## src/rtl/level_search_3bit.sv

```systemverilog
// MSB-first successive-approximation search that recovers a sensor level through a magnitude comparator.
// Optional build macro SEARCH_EARLY_EXIT_EN ends the search on the first eq flag.
module level_search_3bit #(
    parameter int unsigned WIDTH  = 3,
    parameter int unsigned SETTLE = 1
) (
    input  logic             clk,
    input  logic             rst,
    input  logic             start,
    input  logic             gt,
    input  logic             eq,
    input  logic             lt,
    output logic [WIDTH-1:0] cand,
    output logic             busy,
    output logic             done,
    output logic [WIDTH-1:0] level,
    output logic             err
);

    localparam int unsigned BW = (WIDTH > 1) ? $clog2(WIDTH) : 1;
    localparam int unsigned WW = (SETTLE > 0) ? $clog2(SETTLE + 1) : 1;

    typedef enum logic [1:0] {
        StIdle,
        StProbe,
        StFinish
    } state_e;

    state_e           state_q, state_d;
    logic [WIDTH-1:0] cand_q, cand_d;
    logic [WIDTH-1:0] level_q, level_d;
    logic [BW-1:0]    bit_q, bit_d;
    logic [WW-1:0]    wait_q, wait_d;
    logic             busy_q, busy_d;
    logic             done_q, done_d;
    logic             err_q, err_d;

    logic             flags_ok;
    logic             finish;
    logic [WIDTH-1:0] decided;

    // A healthy comparator asserts exactly one of its three flags.
    assign flags_ok = ({gt, eq, lt} == 3'b100) || ({gt, eq, lt} == 3'b010) ||
                      ({gt, eq, lt} == 3'b001);

    always_comb begin
        state_d = state_q;
        cand_d  = cand_q;
        level_d = level_q;
        bit_d   = bit_q;
        wait_d  = wait_q;
        busy_d  = busy_q;
        done_d  = 1'b0;
        err_d   = err_q;
        finish  = 1'b0;
        decided = cand_q;

        unique case (state_q)
            StIdle: begin
                if (start) begin
                    cand_d  = WIDTH'(1) << (WIDTH - 1);
                    bit_d   = BW'(WIDTH - 1);
                    wait_d  = WW'(SETTLE);
                    busy_d  = 1'b1;
                    err_d   = 1'b0;
                    state_d = StProbe;
                end
            end
            StProbe: begin
                if (wait_q != '0) begin
                    wait_d = wait_q - 1'b1;
                end else if (!flags_ok) begin
                    err_d   = 1'b1;
                    level_d = '0;
                    finish  = 1'b1;
                end else begin
                    if (lt) begin
                        decided[bit_q] = 1'b0;
                    end
`ifdef SEARCH_EARLY_EXIT_EN
                    if (eq) begin
                        level_d = cand_q;
                        finish  = 1'b1;
                    end else
`endif
                    if (bit_q == '0) begin
                        level_d = decided;
                        finish  = 1'b1;
                    end else begin
                        cand_d = decided | (WIDTH'(1) << (bit_q - 1'b1));
                        bit_d  = bit_q - 1'b1;
                        wait_d = WW'(SETTLE);
                    end
                end
            end
            StFinish: begin
                // Done pulse cycle; a start seen here is dropped, not queued.
                state_d = StIdle;
            end
            default: begin
                state_d = StIdle;
            end
        endcase

        if (finish) begin
            done_d  = 1'b1;
            busy_d  = 1'b0;
            cand_d  = '0;
            state_d = StFinish;
        end
    end

    always_ff @(posedge clk or posedge rst) begin
        if (rst) begin
            state_q <= StIdle;
            cand_q  <= '0;
            level_q <= '0;
            bit_q   <= '0;
            wait_q  <= '0;
            busy_q  <= 1'b0;
            done_q  <= 1'b0;
            err_q   <= 1'b0;
        end else begin
            state_q <= state_d;
            cand_q  <= cand_d;
            level_q <= level_d;
            bit_q   <= bit_d;
            wait_q  <= wait_d;
            busy_q  <= busy_d;
            done_q  <= done_d;
            err_q   <= err_d;
        end
    end

    assign cand  = cand_q;
    assign busy  = busy_q;
    assign done  = done_q;
    assign level = level_q;
    assign err   = err_q;

endmodule
```

## config.mk

```make
export PLATFORM = sky130hd
export DESIGN_NAME = level_search_3bit
export DESIGN_NICKNAME = d
export VERILOG_FILES = /design/src/rtl/level_search_3bit.sv
export SDC_FILE = /design/constraint.sdc
export NUM_CORES = 1
export LEC_CHECK = 0
export CORE_AREA = 10 10 47 49
export CTS_CLUSTER_DIAMETER = 150
export DETAILED_ROUTE_END_ITERATION = 16
export DIE_AREA = 0 0 57 59
export DONT_BUFFER_PORTS = 1
export GPL_ROUTABILITY_DRIVEN = 0
export GPL_TIMING_DRIVEN = 0
export PLACE_DENSITY = 0.73
export SYNTH_ARGS = -nofsm -noshare
export SYNTH_HDL_FRONTEND = slang
export SYNTH_SLANG_ARGS = --single-unit
```

## constraint.sdc

```tcl
create_clock -name clk -period 4.1 [get_ports clk]
set_input_delay 0.615 -clock clk [delete_from_list [all_inputs] [get_ports clk]]
set_output_delay 0.615 -clock clk [all_outputs]
set_load 0.02 [all_outputs]
```

# --- Word level (Yosys, flattened, before mapping) ---
# Cells that the tools add are included.
totals:
  register_bits: 14
  input_bits: 6
  word_cells: 86
classes:
  addsub: 2
  magnitude_cmp: 2
  eq_ne: 15
  n_shift: 1
  mux: 38
  bitwise_logic: 4
  reduce_logical: 16
ops:
  columns: ["cell", "count"]
  rows:
  - ["2-to-1 mux 3 bit", 11]
  - ["2-to-1 mux 1 bit", 15]
  - ["2-to-1 mux 2 bit", 6]
  - ["!= test 2 bit, second input constant", 6]
  - ["!= test 3 bit, second input constant", 4]
  - ["AND reduction 5 bit", 2]
  - ["one-hot mux 2 bit (2 select lines)", 2]
  - ["one-hot mux 3 bit (2 select lines)", 1]
  - ["AND reduction 2 bit", 3]
  - ["nonzero test 2 bit", 3]
  - ["logical NOT 2 bit", 2]
  - ["one-hot mux 1 bit (2 select lines)", 2]
  - ["AND reduction 4 bit", 1]
  - ["AND 3 bit", 1]
  - ["equality test 3 x 1 -> 1 bit, second input constant", 1]
  - ["equality test 3 x 2 -> 1 bit, second input constant", 1]
  - ["equality test 3 bit, second input constant", 1]
  - ["< comparator 2 x 3 -> 1 bit, second input constant", 1]
  - ["NOT 3 bit", 1]
  - ["OR 3 bit", 1]
  - ["AND reduction 3 bit", 1]
  - ["nonzero test 3 bit", 1]
  - ["left shift 1 x 2 -> 3 bit, first input constant", 1]
  - ["demux 1 bit (select 2 bit)", 1]
  - ["other kinds (8)", 9]

# --- Depth between registers and ports, before layout ---
# Gate-level depths: netlist (run 1).
depth:
  word_depth: 16
  ltp_mapped: 7

# --- Worst setup path before layout (run 1) ---
# No wires, ideal clock.
synth_path:
  path_kind: "input-to-reg"
  from: "input eq"
  to: "register bit_q[1]"
  arrival_ns: 1.464
  required_ns: 4.021
  slack_ns: 2.556
  path_stages: 4
  path_buffers: 0
  path_cell_list: "xor2_1 -> o211ai_1 -> a221oi_1 -> a2bb2oi_1"
synth_between:
  elab_chain_cells: 5
synth_lines:
  columns: ["element", "line_no", "rtl"]
  rows:
  - ["from (decl)", "11", "input logic eq,"]
  - ["equality test 3 bit or equality test 3 x 2 -> 1 bit (tied branches)", "43", "assign flags_ok = ({gt, eq, lt} == 3'b100) || ({gt, eq, lt} == 3'b010) ||"]
  - ["logical OR 1 bit", "43", null]
  - ["logical OR 1 bit (*)", "43", null]
  - ["!= test 2 bit (no source line) (*)", null, null]
  - ["AND reduction 5 bit (no source line) (*)", null, null]
  - ["to (signal assigned)", "127", "bit_q <= bit_d;"]
  - ["to (decl)", "32", "logic [BW-1:0] bit_q, bit_d;"]
# Every way passes the cells marked *; elsewhere a longest branch is shown, timed or not.
# A chain may end at the register's enable or synchronous reset.

# --- Worst setup path after layout (run 1) ---
layout_path:
  from: "register bit_q[0]"
  to: "register bit_q[1]"
layout_between:
  elab_chain_cells: 5
layout_lines:
  columns: ["element", "line_no", "rtl"]
  rows:
  - ["subtractor 2 x 1 -> 2 bit", "91", "bit_d = bit_q - 1'b1;"]
  - ["2-to-1 mux 2 bit", "86", "if (bit_q == '0) begin"]
  - ["2-to-1 mux 2 bit", "72", "end else if (!flags_ok) begin"]
  - ["2-to-1 mux 2 bit", "70", "if (wait_q != '0) begin"]
  - ["one-hot mux 2 bit (2 select lines)", "58", "unique case (state_q)"]
# Several ways; a longest one is shown, not always the timed one. The select of a mux whose other input is x is not followed.

==> results of run 1 <==
-- placed cells by master, fill, tap and decap left out --
| cell type | instances |
|---|---|
| or3_1 | 1 |
| nand2b_1 | 3 |
| clkbuf_4 | 3 |
| nand2_1 | 6 |
| inv_1 | 10 |
| o21ai_1 | 1 |
| o2bb2ai_1 | 3 |
| nor2b_1 | 1 |
| a21oi_1 | 6 |
| nor3b_2 | 1 |
| nor2_1 | 9 |
| o2111a_1 | 1 |
| o21ai_0 | 2 |
| a2bb2oi_1 | 1 |
| a221oi_1 | 1 |
| or2_0 | 1 |
| a311oi_1 | 1 |
| clkbuf_1 | 1 |
| nand3b_1 | 1 |
| ha_1 | 4 |
| dfrtp_1 | 14 |
| o211ai_1 | 1 |
| a21boi_0 | 1 |
| o32a_1 | 1 |
| o22ai_1 | 1 |
| xor2_1 | 1 |
-- worst max-delay path: stages, from the launching register on --
cell       delay, ns
dfrtp_1         0.42
inv_1           0.09
ha_1            0.20
inv_1           0.08
o211ai_1        0.17
a221oi_1        0.43
a2bb2oi_1       0.19
-- power groups by stage --
| stage | logic (uW) | registers (uW) | clock network (uW) |
|---|---|---|---|
| floorplan | 160 | 258 | 0 |
| global placement | 186 | 270 | 0 |
| detailed placement | 193 | 272 | 0 |
| CTS | 195 | 270 | 75.6 |
| global route | 229 | 278 | 83.5 |
| finish | 193 | 268 | 76.5 |
-- kinds of logic (layout without fill, tap and decap cells) --
logic type	Yosys count	after routing	synth area share (%)
xor gates and xnor gates	1	1	1.24
buffers and inverters	11	14	5.86
DFF	14	14	49.7
AOI/OAI and AO/OA	20	20	19.9
adders and majority gates	4	4	7.11
and+or+nand+nor	23	23	16.2
-- metrics by stage --
step                      utilization (%)  instances  setup slack (ns)  area (um^2)
after floorplan                         -         73              2.56          704
after global placement               51.7         89              2.38          724
after detailed placement             51.7         89              2.37          724
after CTS                            53.3         92              2.43          747
after global routing                 53.3         92              2.30          747
final                                53.3         92              2.44          747
-- area by class of cell --
class,count,area share [%]
multi-input cells,48,41.9
clock buffers,3,3.02
plain buffers,1,0.503
flip-flops and latches,14,46.9
inverters,10,5.03
well taps,16,2.68
-- per-layer routing --
layer	GRT usage, %	vias to the layer above	part of all wire, %	wire (um)
li1	-	257	-	-
met1	9.34	243	43	580
met2	15.0	8	50	677
met3	3.22	4	4.6	62
met4	4.03	0	1.9	26
met5	0	-	0	0
-- flip-flops by register name, summed over array words and instances (netlist names) --
signal	count
err	1
busy	1
state_q	2
done	1
wait_q	1
bit_q	2
cand	3
level	3
-- final timing paths --
kind,to,slack [ns],depth (start not counted)
min in group clk,level[0]$_DFFE_PP0P_,0.50,2
min reg2reg,bit_q[0]$_DFFE_PP0P_,0.54,1
min,level[2]$_DFFE_PP0P_,0.25,1
max reg2reg,bit_q[1]$_DFFE_PP0P_,2.44,6
max in group asynchronous,wait_q$_DFFE_PP0P_,3.50,1
max,bit_q[1]$_DFFE_PP0P_,2.44,6
==> impl_metrics.env, run 1 <==
export IMPL_status="complete, no violations"
export IMPL_fin_nets=88
export IMPL_power_total_uw=537
export IMPL_rsz0062_at_grt="false"
export IMPL_max_freq_mhz=603
export IMPL_diodes=0
export IMPL_p_int_uw=308
export IMPL_p_switching_uw=230
export IMPL_comb_power_share_pct=35.9
export IMPL_fp_dieArea_um2=3360
export IMPL_crit_arrival_ns=1.86
export IMPL_yosysMostFrequentCell="dfrtp_1"
export IMPL_cp_start_kind="register"
export IMPL_fin_skew_ns=0.00151
export IMPL_detail_route_antenna_nets=0
export IMPL_die_height_um=59
export IMPL_ir_drop_mv=0.271
export IMPL_synth_common_cells="dfrtp_1 (14), inv_1 (10), nor2_1 (9)"
export IMPL_drt_wl_total_um=1350
export IMPL_syn_area_um2=704
export IMPL_num_vias=512
export IMPL_synth_seq_cells=14
export IMPL_clock_sinks=14
export IMPL_synthDistinctLibCells=25
export IMPL_relSlewSlack_pct=65.6
export IMPL_p_seq_share_pct=49.9
export IMPL_areaGrowthSynthToFinish_pct=6.04
export IMPL_drc=0
export IMPL_grt_pass1_wl_um=2400
export IMPL_coreArea_um2=1400
export IMPL_htree_levels=1
export IMPL_io_buffers=0
export IMPL_regArea_um2=350
export IMPL_max_cap_violations=0
export IMPL_grt_usage_pct=8.75
export IMPL_async_flop_share_pct=100
export IMPL_start_util_pct=50.3
export IMPL_rows=14
export IMPL_drv_slew=0
export IMPL_fp_dieW_um=57
export IMPL_wl_per_cell_um=14.6
export IMPL_worstMarginPinSlew_ns=0.516
export IMPL_hold_violations=0
export IMPL_syn_area_per_cell_um2=9.65
export IMPL_power_density_nw_per_um2=719
export IMPL_grt_pass1_vias=529
export IMPL_synth_edff_count=0
export IMPL_antenna_found_initial=0
export IMPL_nFillCells=128
export IMPL_finalCritPeriodShare_pct=40.5
export IMPL_ctsHoldBuffers=0
export IMPL_seq_area_frac_synth_pct=49.7
export IMPL_layout_drive_gt1_share_pct=5.26
export IMPL_place_hpwl_um=1080
export IMPL_cts_setup_buffers=0
export IMPL_grt_max_degree=15
export IMPL_finalSetupViolCount=0
export IMPL_switching_share_pct=42.7
export IMPL_ctsRootBufferMaster="clkbuf_4"
export IMPL_clock_latency_ns=0.27
export IMPL_post_route_min_period_ns=1.66
export IMPL_yosysWarnings=0
export IMPL_firstDrtPassIters=3
export IMPL_postSynthCellCount=73
export IMPL_synth_top_cell_area_share_pct=49.7
export IMPL_multi_input_area_um2=313
export IMPL_critPathLaunch="bit_q[0]$_DFFE_PP0P_"
export IMPL_syn_nets=83
export IMPL_r2r_start="bit_q[0]$_DFFE_PP0P_"
export IMPL_tns_ns=0
export IMPL_power_leakage_uw=0.000360
export IMPL_hp_class="in2async"
export IMPL_drt_iter0_markers=8
export IMPL_clock_path_buffers=2
export IMPL_overflow=0
export IMPL_cp_end_kind="register"
export IMPL_cp_max_fo=5
export IMPL_crit_required_ns=4.30
export IMPL_hold_ws_ns=0.252
export IMPL_cts_tree="built"
export IMPL_synth_largest_area_cell="dfrtp_1"
export IMPL_synthTopCellsByArea="dfrtp_1 (50%), ha_1 (7.1%), inv_1 (5.3%), nor2_1 (4.8%), a21oi_1 (4.3%)"
export IMPL_cts_buffers=3
export IMPL_clk_pin_slew_ns=0.08
export IMPL_cts_repair_resized=0
export IMPL_viasPerCell=5.57
export IMPL_ios=15
export IMPL_critPathKind="reg2reg"
export IMPL_clock_power_share_pct=14.2
export IMPL_ys_flop_type="dfrtp_1"
Note: power is estimated with default switching activity, not from simulation.
==> run 2, diff against run 1 <==
- clock period: 4.1 -> 1.55 ns (I/O delays scaled with it)
==> run 2 against run 1 <==
Net effect:
- clock power rose to 2.6 times the previous value
- clock-buffer cell count did not move
- wire length rose by 14%
- sequential cell count did not move
- critical endpoint is now cand[1]$_DFFE_PP0P_
==> impl_metrics.env, run 2 (same netlist as run 1, synthesis figures left out) <==
export IMPL_final_area_um2=800
export IMPL_cts_tree="built"
export IMPL_viasPerCell=5.54
export IMPL_layout_commonest_cell="dfrtp_1"
export IMPL_max_cap_violations=0
export IMPL_clock_path_buffers=2
export IMPL_layout_setup_ws_ns=0.0704
export IMPL_clock_sinks=14
export IMPL_crit_required_ns=1.70
export IMPL_layout_drive_gt1_share_pct=20.0
export IMPL_drv_slew=0
export IMPL_place_area_um2=724
export IMPL_fp_dieW_um=57
export IMPL_num_vias=532
export IMPL_detail_route_antenna_nets=0
export IMPL_finalSetupViolCount=0
export IMPL_cp_max_fo=8
export IMPL_wl_per_cell_um=16.0
export IMPL_antenna_found_initial=0
export IMPL_drc=0
export IMPL_nFillCells=116
export IMPL_clk_pin_slew_ns=0.08
export IMPL_firstDrtPassIters=4
export IMPL_clock_latency_ns=0.27
export IMPL_cp_start_kind="register"
export IMPL_cp_end_kind="register"
export IMPL_start_util_pct=50.3
export IMPL_post_route_min_period_ns=1.48
export IMPL_status="complete, no violations"
export IMPL_relSlewSlack_pct=65.3
export IMPL_dp_cells=89
export IMPL_rr_worst_depth=4
export IMPL_ir_drop_mv=0.768
export IMPL_max_freq_mhz=676
export IMPL_drt_wl_total_um=1540
export IMPL_fp_dieArea_um2=3360
export IMPL_rrSetupSlack_ns=0.07
export IMPL_finalCritPeriodShare_pct=95.5
export IMPL_rows=14
export IMPL_layout_cells_most_common_list="dfrtp_1 (12), nor2_1 (9), inv_1 (8)"
export IMPL_io_buffers=0
export IMPL_areaGrowthSynthToFinish_pct=13.5
export IMPL_cts_buffers=3
export IMPL_grt_usage_pct=8.88
export IMPL_power_leakage_uw=0.000378
export IMPL_dp_slack_ns=-0.0878
export IMPL_fin_nets=92
export IMPL_ctsRootBufferMaster="clkbuf_4"
export IMPL_diodes=0
export IMPL_grt_pass1_vias=543
export IMPL_htree_levels=1
export IMPL_hold_ws_ns=0.129
export IMPL_overflow=0
export IMPL_power_density_nw_per_um2=1920
export IMPL_critPathKind="reg2reg"
export IMPL_die_height_um=59
export IMPL_ios=15
export IMPL_drt_iter0_markers=4
export IMPL_hp_class="in2reg"
export IMPL_grt_max_degree=15
export IMPL_final_cells=96
export IMPL_fin_skew_ns=0.00178
export IMPL_place_hpwl_um=1080
export IMPL_grt_pass1_wl_um=2440
export IMPL_hold_violations=0
export IMPL_crit_arrival_ns=1.63
export IMPL_coreArea_um2=1400
export IMPL_worstMarginPinSlew_ns=0.520
export IMPL_hold_depth=2
==> run 2: path summary, 6_finish.rpt <==
kind	start	to
min in group asynchronous	rst	done$_DFF_PP0_
worst min-delay path	lt	level[0]$_DFFE_PP0P_
worst min register to register	wait_q$_DFFE_PP0P_	wait_q$_DFFE_PP0P_
worst max-delay path	state_q[0]$_DFFE_PP0P_	cand[1]$_DFFE_PP0P_
max in group asynchronous	rst	wait_q$_DFFE_PP0P_
worst max register to register	state_q[0]$_DFFE_PP0P_	cand[1]$_DFFE_PP0P_
==> run 2: layout make-up <==
type	count	area (um^2)	area share [%]
sequential	14	353	44.1
multi-input combinational	48	327	40.8
timing repair buffer	5	40.0	5.01
inverter	10	37.5	4.69
clock buffer	3	22.5	2.82
tap	16	20.0	2.50
==> run 2: repair_timing <==
item	in CTS	in global routing
setup endpoints to repair	2	9
hold endpoints to repair	14	0
hold buffers	1	0
resized for setup	1	7
buffers inserted	1	3
pin swaps	1	3
==> run 2: power breakdown <==
group | switching (uW) | internal, uW
Clock | 110 | 89.9
Sequential | 235 | 501
Combinational | 312 | 285
Total | 658 | 876
==> run 2: per-stage QoR <==
stage | total power (uW) | setup TNS (ns) | util [%]
after floorplan | 1110 | 0 | -
after global placement | 1210 | -0.0734 | 51.7
after detailed placement | 1230 | -0.168 | 51.7
after CTS | 1460 | 0 | 55.0
after global routing | 1670 | -0.0619 | 57.1
final | 1530 | 0 | 57.1
==> run 2: routing by layer <==
metal  track usage (%)  wire length (um)  part of all wire [%]  vias up
met5                 0                 0                     0        -
met4              4.03                41                   2.7        0
met3              3.22                65                   4.2        6
met2              15.7               808                    53       12
met1              9.21               621                    40      252
li1                  -                 -                     -      262
==> run 2: worst max-delay path, stage by stage, from the launching register on <==
cell      delay [ns]
dfrtp_2         0.46
nand2b_1        0.24
a21oi_2         0.27
a21boi_0        0.28
o21ai_0         0.11
